## src/rtl/fft_frame_ctrl_if.sv

```systemverilog
// fft_frame_ctrl_if: ADC input, fft_top control/data and result stream of the frame sequencer
interface fft_frame_ctrl_if #(
    parameter int DW = 16,
    parameter int AW = 9
);
    logic            iENABLE;
    logic            iADC_VALID;
    logic [DW-1:0]   iADC_DATA;
    logic            iFFT_RDY;
    logic [4*DW-1:0] iFFT_RE;
    logic [DW-1:0]   oFFT_DATA;
    logic [AW-1:0]   oADDR_WR;
    logic [3:0]      oWE;
    logic            oSTART;
    logic [AW-1:0]   oADDR_RD;
    logic            oOUT_VALID;
    logic [4*DW-1:0] oOUT_DATA;
    logic [AW-1:0]   oOUT_ADDR;
    logic            oBUSY;
    logic            oFRAME_DONE;
    logic            oOVERRUN;
    logic            oERR;
    modport master (
        output iENABLE, iADC_VALID, iADC_DATA, iFFT_RDY, iFFT_RE,
        input  oFFT_DATA, oADDR_WR, oWE, oSTART, oADDR_RD, oOUT_VALID, oOUT_DATA,
               oOUT_ADDR, oBUSY, oFRAME_DONE, oOVERRUN, oERR
    );
    modport slave (
        input  iENABLE, iADC_VALID, iADC_DATA, iFFT_RDY, iFFT_RE,
        output oFFT_DATA, oADDR_WR, oWE, oSTART, oADDR_RD, oOUT_VALID, oOUT_DATA,
               oOUT_ADDR, oBUSY, oFRAME_DONE, oOVERRUN, oERR
    );
endinterface

```

## src/rtl/fft_frame_ctrl.sv

```systemverilog
// fft_frame_ctrl: loads one 4-bank ADC frame into fft_top, starts it, waits for RDY and streams the results out
module fft_frame_ctrl #(
    parameter int DW        = 16,
    parameter int AW        = 9,
    parameter int DEPTH     = 512,
    parameter int RD_LAT    = 2,
    parameter int RDY_BLANK = 2,
    parameter int TIMEOUT   = 65535
) (
    input logic             iCLK,
    input logic             iRESET,
    fft_frame_ctrl_if.slave bus
);
    localparam int WW = $clog2(TIMEOUT + 1);
    typedef enum logic [2:0] {IDLE, LOAD, START, WAIT_RDY, READ, DRAIN} state_t;
    state_t                    state_q, state_d;
    logic [AW+1:0]             smp_cnt_q, smp_cnt_d;
    logic [WW-1:0]             wait_cnt_q, wait_cnt_d;
    logic [AW-1:0]             rd_cnt_q, rd_cnt_d;
    logic [AW-1:0]             addr_wr_q, addr_wr_d;
    logic [AW-1:0]             out_addr_q, out_addr_d;
    logic [RD_LAT-1:0]         vld_pipe_q, vld_pipe_d;
    logic [RD_LAT-1:0][AW-1:0] addr_pipe_q, addr_pipe_d;
    logic [DW-1:0]             fft_data_q, fft_data_d;
    logic [4*DW-1:0]           out_data_q, out_data_d;
    logic [3:0]                we_q, we_d;
    logic                      start_q, start_d;
    logic                      out_valid_q, out_valid_d;
    logic                      busy_q, busy_d;
    logic                      done_q, done_d;
    logic                      ovr_q, ovr_d;
    logic                      err_q, err_d;
    logic                      last_out;
    // the pipeline tail carries the address whose data fft_top presents this cycle
    assign last_out = vld_pipe_q[RD_LAT-1] && addr_pipe_q[RD_LAT-1] == AW'(DEPTH - 1);
    always_comb begin
        state_d        = state_q;
        smp_cnt_d      = smp_cnt_q;
        wait_cnt_d     = wait_cnt_q;
        rd_cnt_d       = rd_cnt_q;
        addr_wr_d      = addr_wr_q;
        fft_data_d     = fft_data_q;
        we_d           = '0;
        start_d        = 1'b0;
        err_d          = err_q;
        ovr_d          = ovr_q | (bus.iADC_VALID && state_q != LOAD);
        vld_pipe_d[0]  = state_q == READ;
        addr_pipe_d[0] = rd_cnt_q;
        for (int i = 1; i < RD_LAT; i++) begin
            vld_pipe_d[i]  = vld_pipe_q[i-1];
            addr_pipe_d[i] = addr_pipe_q[i-1];
        end
        out_valid_d = vld_pipe_q[RD_LAT-1];
        out_addr_d  = out_valid_d ? addr_pipe_q[RD_LAT-1] : out_addr_q;
        out_data_d  = out_valid_d ? bus.iFFT_RE : out_data_q;
        done_d      = last_out;
        case (state_q)
            IDLE: if (bus.iENABLE) state_d = LOAD;
            LOAD: if (bus.iADC_VALID) begin
                we_d       = 4'b0001 << smp_cnt_q[AW+1:AW];
                addr_wr_d  = smp_cnt_q[AW-1:0];
                fft_data_d = bus.iADC_DATA;
                smp_cnt_d  = smp_cnt_q + (AW+2)'(1);
                if (smp_cnt_q == (AW+2)'(4 * DEPTH - 1)) state_d = START;
            end
            START: begin
                start_d    = 1'b1;
                err_d      = 1'b0;
                wait_cnt_d = '0;
                state_d    = WAIT_RDY;
            end
            WAIT_RDY: begin
                wait_cnt_d = wait_cnt_q + WW'(1);
                if (bus.iFFT_RDY && wait_cnt_q >= WW'(RDY_BLANK)) state_d = READ;
                else if (wait_cnt_q == WW'(TIMEOUT - 1)) begin
                    err_d   = 1'b1;
                    state_d = IDLE;
                end
            end
            READ: begin
                rd_cnt_d = rd_cnt_q + AW'(1);
                if (rd_cnt_q == AW'(DEPTH - 1)) state_d = DRAIN;
            end
            DRAIN: if (last_out) state_d = IDLE;
            default: state_d = IDLE;
        endcase
        busy_d = state_d != IDLE;
    end
    always_ff @(posedge iCLK) begin
        if (iRESET) begin
            state_q     <= IDLE;
            smp_cnt_q   <= '0;
            wait_cnt_q  <= '0;
            rd_cnt_q    <= '0;
            addr_wr_q   <= '0;
            out_addr_q  <= '0;
            vld_pipe_q  <= '0;
            addr_pipe_q <= '0;
            fft_data_q  <= '0;
            out_data_q  <= '0;
            we_q        <= '0;
            start_q     <= 1'b0;
            out_valid_q <= 1'b0;
            busy_q      <= 1'b0;
            done_q      <= 1'b0;
            ovr_q       <= 1'b0;
            err_q       <= 1'b0;
        end else begin
            state_q     <= state_d;
            smp_cnt_q   <= smp_cnt_d;
            wait_cnt_q  <= wait_cnt_d;
            rd_cnt_q    <= rd_cnt_d;
            addr_wr_q   <= addr_wr_d;
            out_addr_q  <= out_addr_d;
            vld_pipe_q  <= vld_pipe_d;
            addr_pipe_q <= addr_pipe_d;
            fft_data_q  <= fft_data_d;
            out_data_q  <= out_data_d;
            we_q        <= we_d;
            start_q     <= start_d;
            out_valid_q <= out_valid_d;
            busy_q      <= busy_d;
            done_q      <= done_d;
            ovr_q       <= ovr_d;
            err_q       <= err_d;
        end
    end
    assign bus.oFFT_DATA   = fft_data_q;
    assign bus.oADDR_WR    = addr_wr_q;
    assign bus.oWE         = we_q;
    assign bus.oSTART      = start_q;
    assign bus.oADDR_RD    = rd_cnt_q;
    assign bus.oOUT_VALID  = out_valid_q;
    assign bus.oOUT_DATA   = out_data_q;
    assign bus.oOUT_ADDR   = out_addr_q;
    assign bus.oBUSY       = busy_q;
    assign bus.oFRAME_DONE = done_q;
    assign bus.oOVERRUN    = ovr_q;
    assign bus.oERR        = err_q;
endmodule

```

## src/flat_wrapper.sv

```systemverilog
// flat-port wrapper written by rule: the top's interface ports become plain ports
module fft_frame_ctrl_flat 
#(
    parameter int DW        = 16,
    parameter int AW        = 9,
    parameter int DEPTH     = 512,
    parameter int RD_LAT    = 2,
    parameter int RDY_BLANK = 2,
    parameter int TIMEOUT   = 65535
)
  (iCLK, iRESET, bus_iENABLE, bus_iADC_VALID, bus_iADC_DATA, bus_iFFT_RDY, bus_iFFT_RE, bus_oFFT_DATA, bus_oADDR_WR, bus_oWE, bus_oSTART, bus_oADDR_RD, bus_oOUT_VALID, bus_oOUT_DATA, bus_oOUT_ADDR, bus_oBUSY, bus_oFRAME_DONE, bus_oOVERRUN, bus_oERR);
  fft_frame_ctrl_if #(.DW(DW), .AW(AW)) bus_i ();
  input logic iCLK;
  input logic iRESET;
  input wire logic [$bits(bus_i.iENABLE)-1:0] bus_iENABLE;
  input wire logic [$bits(bus_i.iADC_VALID)-1:0] bus_iADC_VALID;
  input wire logic [$bits(bus_i.iADC_DATA)-1:0] bus_iADC_DATA;
  input wire logic [$bits(bus_i.iFFT_RDY)-1:0] bus_iFFT_RDY;
  input wire logic [$bits(bus_i.iFFT_RE)-1:0] bus_iFFT_RE;
  output wire logic [$bits(bus_i.oFFT_DATA)-1:0] bus_oFFT_DATA;
  output wire logic [$bits(bus_i.oADDR_WR)-1:0] bus_oADDR_WR;
  output wire logic [$bits(bus_i.oWE)-1:0] bus_oWE;
  output wire logic [$bits(bus_i.oSTART)-1:0] bus_oSTART;
  output wire logic [$bits(bus_i.oADDR_RD)-1:0] bus_oADDR_RD;
  output wire logic [$bits(bus_i.oOUT_VALID)-1:0] bus_oOUT_VALID;
  output wire logic [$bits(bus_i.oOUT_DATA)-1:0] bus_oOUT_DATA;
  output wire logic [$bits(bus_i.oOUT_ADDR)-1:0] bus_oOUT_ADDR;
  output wire logic [$bits(bus_i.oBUSY)-1:0] bus_oBUSY;
  output wire logic [$bits(bus_i.oFRAME_DONE)-1:0] bus_oFRAME_DONE;
  output wire logic [$bits(bus_i.oOVERRUN)-1:0] bus_oOVERRUN;
  output wire logic [$bits(bus_i.oERR)-1:0] bus_oERR;
  assign bus_i.iENABLE = bus_iENABLE;
  assign bus_i.iADC_VALID = bus_iADC_VALID;
  assign bus_i.iADC_DATA = bus_iADC_DATA;
  assign bus_i.iFFT_RDY = bus_iFFT_RDY;
  assign bus_i.iFFT_RE = bus_iFFT_RE;
  assign bus_oFFT_DATA = bus_i.oFFT_DATA;
  assign bus_oADDR_WR = bus_i.oADDR_WR;
  assign bus_oWE = bus_i.oWE;
  assign bus_oSTART = bus_i.oSTART;
  assign bus_oADDR_RD = bus_i.oADDR_RD;
  assign bus_oOUT_VALID = bus_i.oOUT_VALID;
  assign bus_oOUT_DATA = bus_i.oOUT_DATA;
  assign bus_oOUT_ADDR = bus_i.oOUT_ADDR;
  assign bus_oBUSY = bus_i.oBUSY;
  assign bus_oFRAME_DONE = bus_i.oFRAME_DONE;
  assign bus_oOVERRUN = bus_i.oOVERRUN;
  assign bus_oERR = bus_i.oERR;
  fft_frame_ctrl #(.DW(DW), .AW(AW), .DEPTH(DEPTH), .RD_LAT(RD_LAT), .RDY_BLANK(RDY_BLANK), .TIMEOUT(TIMEOUT)) u_core (.iCLK(iCLK), .iRESET(iRESET), .bus(bus_i));
endmodule
```

## config.mk

```make
export PLATFORM = sky130hd
export DESIGN_NAME = fft_frame_ctrl_flat
export DESIGN_NICKNAME = d
export VERILOG_FILES = /design/src/rtl/fft_frame_ctrl_if.sv /design/src/rtl/fft_frame_ctrl.sv /design/src/flat_wrapper.sv
export SDC_FILE = /design/constraint.sdc
export NUM_CORES = 1
export LEC_CHECK = 0
export CORE_ASPECT_RATIO = 2
export CORE_MARGIN = 3
export CORE_UTILIZATION = 47
export CTS_BUF_LIST = sky130_fd_sc_hd__clkbuf_4
export CTS_CLUSTER_DIAMETER = 120
export CTS_CLUSTER_SIZE = 24
export DETAILED_ROUTE_END_ITERATION = 6
export PLACE_DENSITY = 0.86
export SKIP_CTS_REPAIR_TIMING = 1
export SYNTH_ARGS = -nofsm -noshare
export SYNTH_HDL_FRONTEND = slang
export SYNTH_SLANG_ARGS = --single-unit
```

## constraint.sdc

```tcl
create_clock -name iCLK -period 2.2 [get_ports iCLK]
set_input_delay 0.44 -clock iCLK [delete_from_list [all_inputs] [get_ports iCLK]]
set_output_delay 0.44 -clock iCLK [all_outputs]
set_load 0.01 [all_outputs]
```

==> results.md <==
* Fin Hold WS at 0.174 ns
* Worst setup SP type: flop
* Most frequent cells in the layout: clkdlybuf4s50_1, dfxtp_1, nor2_1
* #FFs+latches synth at 167
* Core area at 0.0127 mm²
* Max FO, Critical Path at 6
* CP Cell Sequence: clkdlybuf4s50_1
* Layout area overhead at 39.9%
* Final Skew at 0.0246 ns
* WP data required at 1.76 ns
* Max rail drop VDD at 0.000545 V
* Final cell count without fillers at 1011
* Synth Cell Area at 0.00618 mm²
* Worst slew pin tran at 0.593 ns
* DRC at 0
* Post-synthesis cell count at 654
* Placed insts at 978
* Post-synth EDFFs at 0
* Non-Filler Cell Area, Final at 0.00864 mm²
* Lkg Pwr at 3.01 nW
* CP bufs+invs at 1
* Hold Crit Class: input pin to flop
* Initial Utilization at 48.7%
* CTS clk-pin slew, worst paths at 0.16 ns
* Share of synthesized registers carrying an async set or reset at 0%
* Port buffer count at 201
* DIE AREA at 0.0146 mm²
* Final worst slack at 0.174 ns
* Synth Area per Inst at 9.45 µm²
* Placed inst area at 0.00833 mm²
* DIE WIDTH at 87.1 µm
* GP Congestion at 0.856
* Fmax at 0.494 GHz
* First-pass GRT wire length at 23900 µm
* Most common cell after layout, fill and taps aside: clkdlybuf4s50_1
* RSZ-0062 raised after global routing: false
* GRT Total Usage at 20.7%
* Worst r2r dst: u_core.bus.oBUSY
* Longest Clk Path Bufs at 2
* Stages on worst setup path at 1
* Syn nets at 744
* Final Max Slew Viols at 0
* Ys flop type: dfxtp_1
* Synth cell types at 38
* Post-synthesis sequential area ratio at 54.1%
* Die span in y at 168 µm
* Worst setup path class: flop to primary output
* CTS buffer count at 17
* Total gr overflow at 0
* Placement Setup Slack at -0.00872 ns
* Final setup violation count at 0
* Detailed Routing Iterations Pass 1 at 4
* Pwr Density at 607 mW/mm²
* Worst slew margin at 60.5%
* Ratio of cells with drive above 1 in the final layout at 6.86%
* Via count at 5081
* Vias in the first global route at 4897
* Largest net degree at the start of global routing at 75
* Initial antenna violation count at 1
* Worst Reg2Reg Path Length in Cells at 6
* Outcome: finished, final reports clean
* Layout net count at 937
* Crit path arrival time at 1.59 ns
* Worst r2r src: u_core.wait_cnt_q[1]
* Post-route ant nets at 0
* Yosys warnings at 0
* WL per Instance at 15.0 µm
* CTS tree: built
* Util after Layout at 68.1%
* DRT iter0 DRCs at 159
* Hold path depth at 2
* CP Capture Type: primary output
* Root Buffer: clkbuf_4
* Hold_sp: iRESET
* Max Cap Viol at 0
* Total power at 5.25 mW
* DRT Wirelength at 15200 µm
* CP delay by family, top: buffers and inverters
* Post-DP HPWL at 11100 µm
* Final Hold Viols at 0
* # IOs at 202
* CTS Sinks at 167
* Hold worst-path end: u_core.wait_cnt_q[5]
* Min cycle time layout at 2.03 ns
* R2R setup slack at 0.20 ns
* Vias per cell at 5.03
* # rows at 58
* CP peak stage delay at 0.60 ns
* Max stage delay cell, worst path: clkdlybuf4s50_1
* Number of H-tree levels at 4
* Crit path launch: u_core.bus.oADDR_RD[2]
* Clock latency on the worst-skew pair at 0.55 ns
* Final worst path period share at 92.1%
* Fin Setup TNS at 0 ns
==> cell families (layout without fill, tap and decap cells) <==
logic type / count (synthesis) / after routing / share of synthesized area (%)
AOI/OAI and AO/OA: 66 / 66 / 5.97
DFF: 167 / 167 / 54.1
other: 0 / 1 / 0
and+or+nand+nor: 271 / 271 / 20.3
adders and majority gates: 5 / 5 / 1.01
muxes: 72 / 72 / 11.7
xor gates and xnor gates: 20 / 20 / 2.83
buffers and inverters: 53 / 259 / 4.07
==> Yosys cell counts (3+ instances only) <==
cell	count	area, µm²
nor4b_1	3	26.3
buf_2	9	45.0
nor2_1	112	420
nand3_1	8	40.0
xnor2_1	7	61.3
xor2_1	13	114
buf_1	6	22.5
nand4_1	12	75.1
inv_1	6	22.5
nor4_1	10	62.6
a21o_1	4	30.0
dfxtp_1	167	3340
buf_4	11	82.6
ha_1	5	62.6
mux2i_1	72	721
nand2b_1	6	37.5
nor2b_1	21	131
a21oi_1	43	215
nand2_1	73	274
clkbuf_1	21	78.8
or3_1	5	31.3
nor3_1	9	45.0
o21ai_0	9	45.0
==> where the power goes <==
group          internal, mW  total (mW)  switching, mW
Clock                 0.638        1.85           1.21
Combinational         0.200       0.341          0.141
Sequential             3.05        3.06         0.0123
==> state kept, by name (all words and copies together) (netlist names) <==
| register | count |
|---|---|
| u_core.bus.oFFT_DATA | 16 |
| u_core.bus.oSTART | 1 |
| u_core.bus.oFRAME_DONE | 1 |
| u_core.bus.oOUT_DATA | 64 |
| u_core.bus.oBUSY | 1 |
| u_core.vld_pipe_q | 2 |
| u_core.bus.oOVERRUN | 1 |
| u_core.wait_cnt_q | 16 |
| u_core.bus.oADDR_WR | 9 |
| u_core.smp_cnt_q | 11 |
| u_core.addr_pipe_d | 9 |
| u_core.bus.oERR | 1 |
| u_core.bus.oWE | 4 |
| u_core.bus.oADDR_RD | 9 |
| u_core.bus.oOUT_ADDR | 9 |
| u_core.state_q | 3 |
| u_core.addr_pipe_q | 9 |
| u_core.bus.oOUT_VALID | 1 |
==> area by class of cell <==
cell class	count	area (µm²)
repair buffers	221	2170
diodes	1	2.50
well taps	150	188
clock inverters	15	185
inverters	6	22.5
clock buffers	17	128
multi-input cells	434	2600
fillers	1016	4060
flip-flops and latches	167	3350
==> worst max path at each step <==
stage / to
after floorplan: u_core.bus.oBUSY
after global placement: u_core.bus.oBUSY
after detailed placement: u_core.bus.oBUSY
after CTS: bus_oADDR_RD[3]
after global routing: bus_oADDR_RD[2]
final: bus_oADDR_RD[2]
==> routing by layer <==
metal	track usage (%)	vias to the layer above	part of all wire [%]
met5	0	-	0
met4	7.60	0	2.4
met3	5.24	26	5.5
met2	38.6	136	55
met1	21.5	2337	38
li1	-	2582	-
Power figures use the tool's default switching activity.
